**config.mk**
```make
export PLATFORM = sky130hd
export DESIGN_NAME = pipe_ctrl_gen
export DESIGN_NICKNAME = d
export VERILOG_FILES = /design/src/rtl/pipe_ctrl_gen.sv
export SDC_FILE = /design/constraint.sdc
export NUM_CORES = 1
export LEC_CHECK = 0
export ABC_AREA = 1
export ABC_CLOCK_PERIOD_IN_PS = 3000
export CORE_MARGIN = 3
export CORE_UTILIZATION = 46
export CTS_CLUSTER_DIAMETER = 120
export DETAILED_ROUTE_END_ITERATION = 8
export PLACE_DENSITY = 0.78
export SYNTH_ARGS = -nofsm -noshare
export SYNTH_HDL_FRONTEND = slang
export SYNTH_SLANG_ARGS = --single-unit
```
**constraint.sdc**
```tcl
create_clock -name clk -period 3 [get_ports clk]
set_input_delay 0.6 -clock clk [delete_from_list [all_inputs] [get_ports clk]]
set_output_delay 0.6 -clock clk [all_outputs]
set_load 0.01 [all_outputs]
```
**src/rtl/pipe_ctrl_gen.sv**
```systemverilog
// Pipeline control unit for the MIPS core.
// It builds the per-stage stall vector and decodes MEM-stage exceptions into
// a registered flush/redirect. A flush is held for FLUSH_CYCLES cycles. A
// watchdog forces a redirect to WD_VEC when a stall stays asserted too long.
// A saturating counter records how many cycles had any stall active.
`timescale 1ns/1ps

module pipe_ctrl_gen #(
  parameter int          STAGES       = 6,
  parameter int          FLUSH_CYCLES = 1,
  parameter logic [31:0] INT_VEC      = 32'h0000_0020,
  parameter logic [31:0] EXC_VEC      = 32'h0000_0040,
  parameter logic [31:0] WD_VEC       = 32'h0000_0080,
  parameter int          WD_LIMIT     = 255,
  parameter int          WD_W         = 8
) (
  input  logic              clk,
  input  logic              rst,
  input  logic [STAGES-1:0] stallreq_i,
  input  logic [31:0]       cp0_epc_i,
  input  logic [31:0]       excepttype_i,
  output logic [STAGES-1:0] stall,
  output logic [31:0]       new_pc,
  output logic              flush,
  output logic              wd_timeout,
  output logic [31:0]       stall_cnt_o
);

  localparam int FC_W = (FLUSH_CYCLES > 1) ? $clog2(FLUSH_CYCLES) : 1;
  localparam logic [FC_W-1:0] FC_INIT = FC_W'(FLUSH_CYCLES - 1);
  localparam logic [WD_W-1:0] WD_TRIP = WD_W'((WD_LIMIT > 0) ? (WD_LIMIT - 1) : 0);
  localparam bit WD_EN = (WD_LIMIT > 0);

  typedef enum logic {RUN, FLUSH} state_t;

  state_t            state, state_n;
  logic [FC_W-1:0]   flush_cnt, flush_cnt_n;
  logic [WD_W-1:0]   wd_cnt, wd_cnt_n;
  logic [31:0]       new_pc_n;
  logic              flush_n;
  logic              wd_timeout_n;
  logic [31:0]       stall_cnt_n;
  logic [STAGES-1:0] stall_raw;
  logic              stall_any;
  logic              exc_pending;
  logic              wd_trip;
  logic [31:0]       exc_target;

  assign exc_pending = (excepttype_i != 32'd0);

  // A stall request at stage k also holds every earlier stage, so each bit is
  // the OR of its own request and all requests above it.
  always_comb begin
    logic acc;
    acc       = 1'b0;
    stall_raw = '0;
    for (int j = STAGES - 1; j >= 0; j--) begin
      acc          = acc | stallreq_i[j];
      stall_raw[j] = acc;
    end
  end

  // Stalls only apply in RUN with no exception pending; exceptions win.
  always_comb begin
    stall = '0;
    if (!rst && state == RUN && !exc_pending) begin
      stall = stall_raw;
    end
  end

  assign stall_any = |stall;
  assign wd_trip   = WD_EN && stall_any && (wd_cnt == WD_TRIP);

  // Map the exception code to its handler; ERET returns to the EPC.
  always_comb begin
    case (excepttype_i)
      32'h0000_0001: exc_target = INT_VEC;
      32'h0000_0008,
      32'h0000_000a,
      32'h0000_000c,
      32'h0000_000d: exc_target = EXC_VEC;
      32'h0000_000e: exc_target = cp0_epc_i;
      default:       exc_target = EXC_VEC;
    endcase
  end

  // Next-state and next-output logic for the RUN/FLUSH controller.
  always_comb begin
    state_n      = state;
    flush_n      = flush;
    new_pc_n     = new_pc;
    flush_cnt_n  = flush_cnt;
    wd_cnt_n     = '0;
    wd_timeout_n = 1'b0;
    stall_cnt_n  = stall_cnt_o;

    if (stall_any && (stall_cnt_o != 32'hFFFF_FFFF)) begin
      stall_cnt_n = stall_cnt_o + 32'd1;
    end

    case (state)
      RUN: begin
        if (exc_pending) begin
          state_n     = FLUSH;
          flush_n     = 1'b1;
          new_pc_n    = exc_target;
          flush_cnt_n = FC_INIT;
        end else if (wd_trip) begin
          state_n      = FLUSH;
          flush_n      = 1'b1;
          new_pc_n     = WD_VEC;
          flush_cnt_n  = FC_INIT;
          wd_timeout_n = 1'b1;
        end else if (WD_EN && stall_any) begin
          wd_cnt_n = wd_cnt + WD_W'(1);
        end
      end
      FLUSH: begin
        if (flush_cnt == '0) begin
          state_n  = RUN;
          flush_n  = 1'b0;
          new_pc_n = 32'd0;
        end else begin
          flush_cnt_n = flush_cnt - FC_W'(1);
        end
      end
      default: begin
        state_n  = RUN;
        flush_n  = 1'b0;
        new_pc_n = 32'd0;
      end
    endcase
  end

  // State and output registers; reset aborts any flush in progress at once.
  always_ff @(posedge clk or posedge rst) begin
    if (rst) begin
      state       <= RUN;
      flush       <= 1'b0;
      new_pc      <= 32'd0;
      flush_cnt   <= '0;
      wd_cnt      <= '0;
      wd_timeout  <= 1'b0;
      stall_cnt_o <= 32'd0;
    end else begin
      state       <= state_n;
      flush       <= flush_n;
      new_pc      <= new_pc_n;
      flush_cnt   <= flush_cnt_n;
      wd_cnt      <= wd_cnt_n;
      wd_timeout  <= wd_timeout_n;
      stall_cnt_o <= stall_cnt_n;
    end
  end

endmodule
```
## Word level (Yosys, flattened, before mapping)

Index checks and enable logic that the tools add are counted.

| storage, ports and cells | value |
|---|---|
| flip-flop bits (word level) | 76 |
| bits in latches | 0 |
| memory bits (writable) | 0 |
| ROM bits | 0 |
| bits of input ports | 72 |
| output and inout bits | 72 |
| memories kept | 0 |

| operators by class | value |
|---|---|
| add/subtract/negate cells | 3 |
| multipliers | 0 |
| divide/modulo/power cells | 0 |
| $lt $le $gt $ge | 0 |
| eq/ne operators | 6 |
| shift operators | 0 |
| mux-type cells | 24 |
| bitwise logic cells | 6 |
| reduce and logical (&&, ||, !) cells | 9 |

Operators by type and width:

| operator | number |
|---|---|
| $pmux 32 s2 | 2 |
| $mux 32 | 3 |
| $add 32x1->32 const B | 1 |
| $eq 32x1->1 const B | 1 |
| $eq 32x4->1 const B | 1 |
| $mux 8 | 4 |
| $ne 32x32->1 const B | 1 |
| $reduce_bool 32->1 | 1 |
| $mux 1 | 11 |
| $add 8x1->8 const B | 1 |
| $eq 8x8->1 const B | 1 |
| $mux 6 | 1 |
| $pmux 1 s2 | 3 |
| $reduce_or 6->1 | 1 |
| $or 1x1->1 | 5 |
| $logic_and 1x1->1 | 4 |
| $ne 3x3->1 const B | 1 |
| $logic_not 1->1 | 2 |
| $ne 2x2->1 const B | 1 |
| $reduce_and 2->1 | 1 |
| $not 1->1 | 1 |
| $sub 1x1->1 const B | 1 |

## Depth between registers and ports, before layout

| logic depth | value |
|---|---|
| depth after elaboration | 11 |
| depth in mapped cells | 11 |

## Worst setup path after synthesis

No wires, ideal clock.

| timing | value |
|---|---|
| path type | input port to output port |
| start | in excepttype_i[15] |
| end | out stall[2] |
| arrival time | 1502 ps |
| required time | 2400 ps |
| slack | 898 ps |
| stages | 7 |
| buffers on the path | 0 |
| cells stage by stage | nor2_1 -> nand2_1 -> nor2_4 -> nand2_2 -> nor2_8 -> nand2_1 -> a31oi_1 |

| on the way | value |
|---|---|
| cells in the longest elaborated chain, start to end | 4 |

RTL lines:

| item | RTL line | text |
|---|---|---|
| start, declared | 21 | `input logic [31:0] excepttype_i,` |
| $reduce_bool 32->1 | 49 | `assign exc_pending = (excepttype_i != 32'd0);` |
| $logic_not 1->1 | 66 | `if (!rst && state == RUN && !exc_pending) begin` |
| $logic_and 1x1->1 | 66 |  |
| $mux 6 | 66 |  |
| end, declared | 22 | `output logic [STAGES-1:0] stall,` |

No other way between the ends.

## Worst setup path after layout

| timing | value |
|---|---|
| start | in excepttype_i[15] |
| end | out stall[0] |

The elaborated chain is that of the path after synthesis.

==> results_dict.tcl <==
set metrics [dict create \
    timing.hold.ws_ns 0.503 \
    syn-num-nets 634 \
    grt_pass1_vias 4021 \
    crit_family "buffers and inverters" \
    fin_cells 819 \
    total_power_mw 1.98 \
    cts.path.max_buffers 2 \
    outcome "finished clean" \
    worst_setup_path_end_kind "output pin" \
    synthesis.area_um2 4160 \
    hp-class "reg2reg" \
    syn_avg_cell_area_um2 7.44 \
    grt_overflow 0 \
    clk_latency_ns 0.36 \
    htreeDepth 3 \
    cp-start-kind "input port" \
    skew_ns 0.0108 \
    dr.pass1.iters 6 \
    ff2ff_path_depth 11 \
    tightest_slew_ns 0.616 \
    regToRegSetupSlack_ns 0.99 \
    cp.buffers_inverters 3 \
    start_util_pct 47.5 \
    dieWidth_um 101 \
    fin_crit_ns 2.87 \
    reg2reg_from "stall_cnt_o[1]" \
    dp.cells 803 \
    drc 0 \
    ios 144 \
    syn_inst 559 \
    clk_pin_slew_worst_paths_ns 0.09 \
    path_common_cell "clkdlybuf4s50_1" \
    vias 4075 \
    wl_per_cell_um 13.6 \
    yosysSeqAreaShare_pct 45.1 \
    rsz0062_at_grt "no" \
    maxCapViolCount 0 \
    diodes 0 \
    ys_ff_latch 75 \
    layout_commonest_cell "nand2_1" \
    nNetsFinal 781 \
    slew_headroom_pct 58.6 \
    path_depth 9 \
    layout-drive-gt1-share_pct 6.05 \
    utilization_pct 67.3 \
    crit_type "in2out" \
    layout_common_cells "nand2_1, clkdlybuf4s50_1, dfrtp_1" \
    grt_usage_pct 22.8 \
    dpl.hpwl_um 8480 \
    core_area_um2 8760 \
    root_buffer "clkbuf_8" \
    hold_viol 0 \
    nFillCells 761 \
    grt_max_degree 53 \
    die_area_um2 10200 \
    postCtsHoldBufs 0 \
    cpPeakStageDelay_ns 0.55 \
    grt_pass1_wl_um 18600 \
    antenna_found_initial 0 \
    clock-sinks 75 \
    critical-path-slowest-cell "clkdlybuf4s50_1" \
    via_per_inst 4.98 \
    drtAntennaViolNets 0 \
    worstPathCellList "clkdlybuf4s50_1, nor2_1, nand2_1, nor2_4, nand2_2, nor2_8, nand3_2, inv_1, clkdlybuf4s50_1" \
    worst_ep_required_time_ns 2.40 \
    cts_tree "yes" \
    worst-path-max-fanout 3 \
    portBuffers 143 \
    row_count 34 \
    timing.rr.end "stall_cnt_o[28]" \
    ys_types 27 \
    drt_wl_total_um 11100 \
    p_leak_nw 2.96 \
    endpoint "stall[0]" \
    area_delta_synth_final_pct 41.8 \
    startpoint "excepttype_i[15]" \
    die_h_um 101 \
    drtIter0Drc 209 \
    clock.fmax_ghz 0.348 \
    yosysWarningCount 0 \
    cts_buffers 9 \
    finalSetupTns_ns 0 \
    slew_violations 0 \
    place.gp.congestion 0.880 \
    peakVddDrop_mv 0.302 \
    min_period_over_period_pct 95.8 \
    worst_ep_arrival_time_ns 2.27 \
    power_density_nw_per_um2 336 \
    setup_viol 0 \
]
[per-layer routing]
| layer | global-route usage [%] | vias to the layer above | routed length [µm] |
|---|---|---|---|
| met5 | 0 | - | 0 |
| met4 | 7.87 | 0 | 240 |
| met3 | 9.07 | 20 | 980 |
| met2 | 37.9 | 137 | 5480 |
| met1 | 27.0 | 1881 | 4420 |
| li1 | - | 2037 | - |
[worst min-delay path by stage]
stage | start | to | slack, ns | depth (start not counted)
2_1_floorplan | wd_cnt[0] | wd_cnt[0] | 0.45 | 1
3_3_place_gp | wd_cnt[0] | wd_cnt[0] | 0.47 | 1
3_5_place_dp | new_pc[17] | new_pc[17] | 0.49 | 2
4_1_cts | wd_cnt[0] | wd_cnt[0] | 0.51 | 1
5_1_grt | new_pc[11] | new_pc[11] | 0.53 | 2
6_report | new_pc[6] | new_pc[6] | 0.50 | 2
[cells by family after synthesis]
family	after synthesis	synth area share [%]
and+or+nand+nor	398	41.0
DFF	75	45.1
buffers and inverters	49	6.08
xor gates and xnor gates	30	6.32
AOI/OAI and AO/OA	4	0.631
adders and majority gates	3	0.902
[cells in the mapped netlist]
| cell | count | share of area (%) |
|---|---|---|
| buf_6 | 8 | 2.2 |
| nor4_1 | 1 | 0.15 |
| xnor2_1 | 9 | 1.9 |
| ha_1 | 3 | 0.90 |
| inv_2 | 2 | 0.18 |
| and3_1 | 1 | 0.15 |
| nand4_4 | 1 | 0.51 |
| nor2_2 | 2 | 0.30 |
| nand2_2 | 5 | 0.75 |
| nand3b_1 | 5 | 0.90 |
| xor2_1 | 21 | 4.4 |
| nand3_2 | 2 | 0.48 |
| nor2_8 | 1 | 0.48 |
| nand4_2 | 1 | 0.30 |
| a31oi_1 | 1 | 0.15 |
| nand3_1 | 42 | 5.1 |
| o211ai_1 | 2 | 0.36 |
| nor3_1 | 5 | 0.60 |
| inv_1 | 32 | 2.9 |
| dfrtp_1 | 75 | 45 |
| and2_4 | 1 | 0.21 |
| nand2_1 | 244 | 22 |
| buf_2 | 7 | 0.84 |
| nor2_1 | 73 | 6.6 |
| nand4_1 | 11 | 1.7 |
| a21oi_1 | 1 | 0.12 |
| nor2_4 | 3 | 0.81 |
[cell type report]
type                            count  area, µm²  area share [%]
Clock buffer                        9        124            2.10
Clock inverter                      7       90.1            1.53
Inverter                           34        128            2.16
Multi-Input combinational cell    435       2030            34.4
Sequential cell                    75       1880            31.8
Tap cell                          108        135            2.29
Timing Repair Buffer              151       1520            25.7
[per-stage QoR]
step	instance area (µm²)	setup WS, ns
detailed placement	5670	0.00776
floorplan	4160	0.490
CTS	5890	0.00402
global route	5900	0.0118
finish	5900	0.125
global placement	5670	0.0318
[worst reg2reg max path, stage by stage (launching register included)]
cell	delay (ns)
dfrtp_1	0.43
ha_1	0.29
nand2_2	0.12
nor2_4	0.16
nand2_2	0.11
nor2_2	0.18
nand2_2	0.11
inv_2	0.08
nor2_4	0.03
buf_4	0.22
nand2_1	0.11
nand2_1	0.07
[where the power goes]
part           leakage, nW  internal [mW]  total (mW)   switching, mW
combinational         1.80         0.0882       0.131          0.0426
sequential            1.05           1.01        1.01  0.000000000657
clock                0.110          0.409       0.844           0.435
total                 2.96           1.51        1.98           0.477
[sequential cells by signal, summed over array words and instances (netlist names)]
name / count
wd_cnt: 8
wd_timeout: 1
flush: 1
new_pc: 32
stall_cnt_o: 32
state: 1
[repair_timing]
| item | in CTS | in global routing |
|---|---|---|
| buffers inserted | 0 | 0 |
| gates resized for setup | 0 | 5 |
| endpoints found under the setup margin | 0 | 5 |
Note: power is estimated with default switching activity, not from simulation.
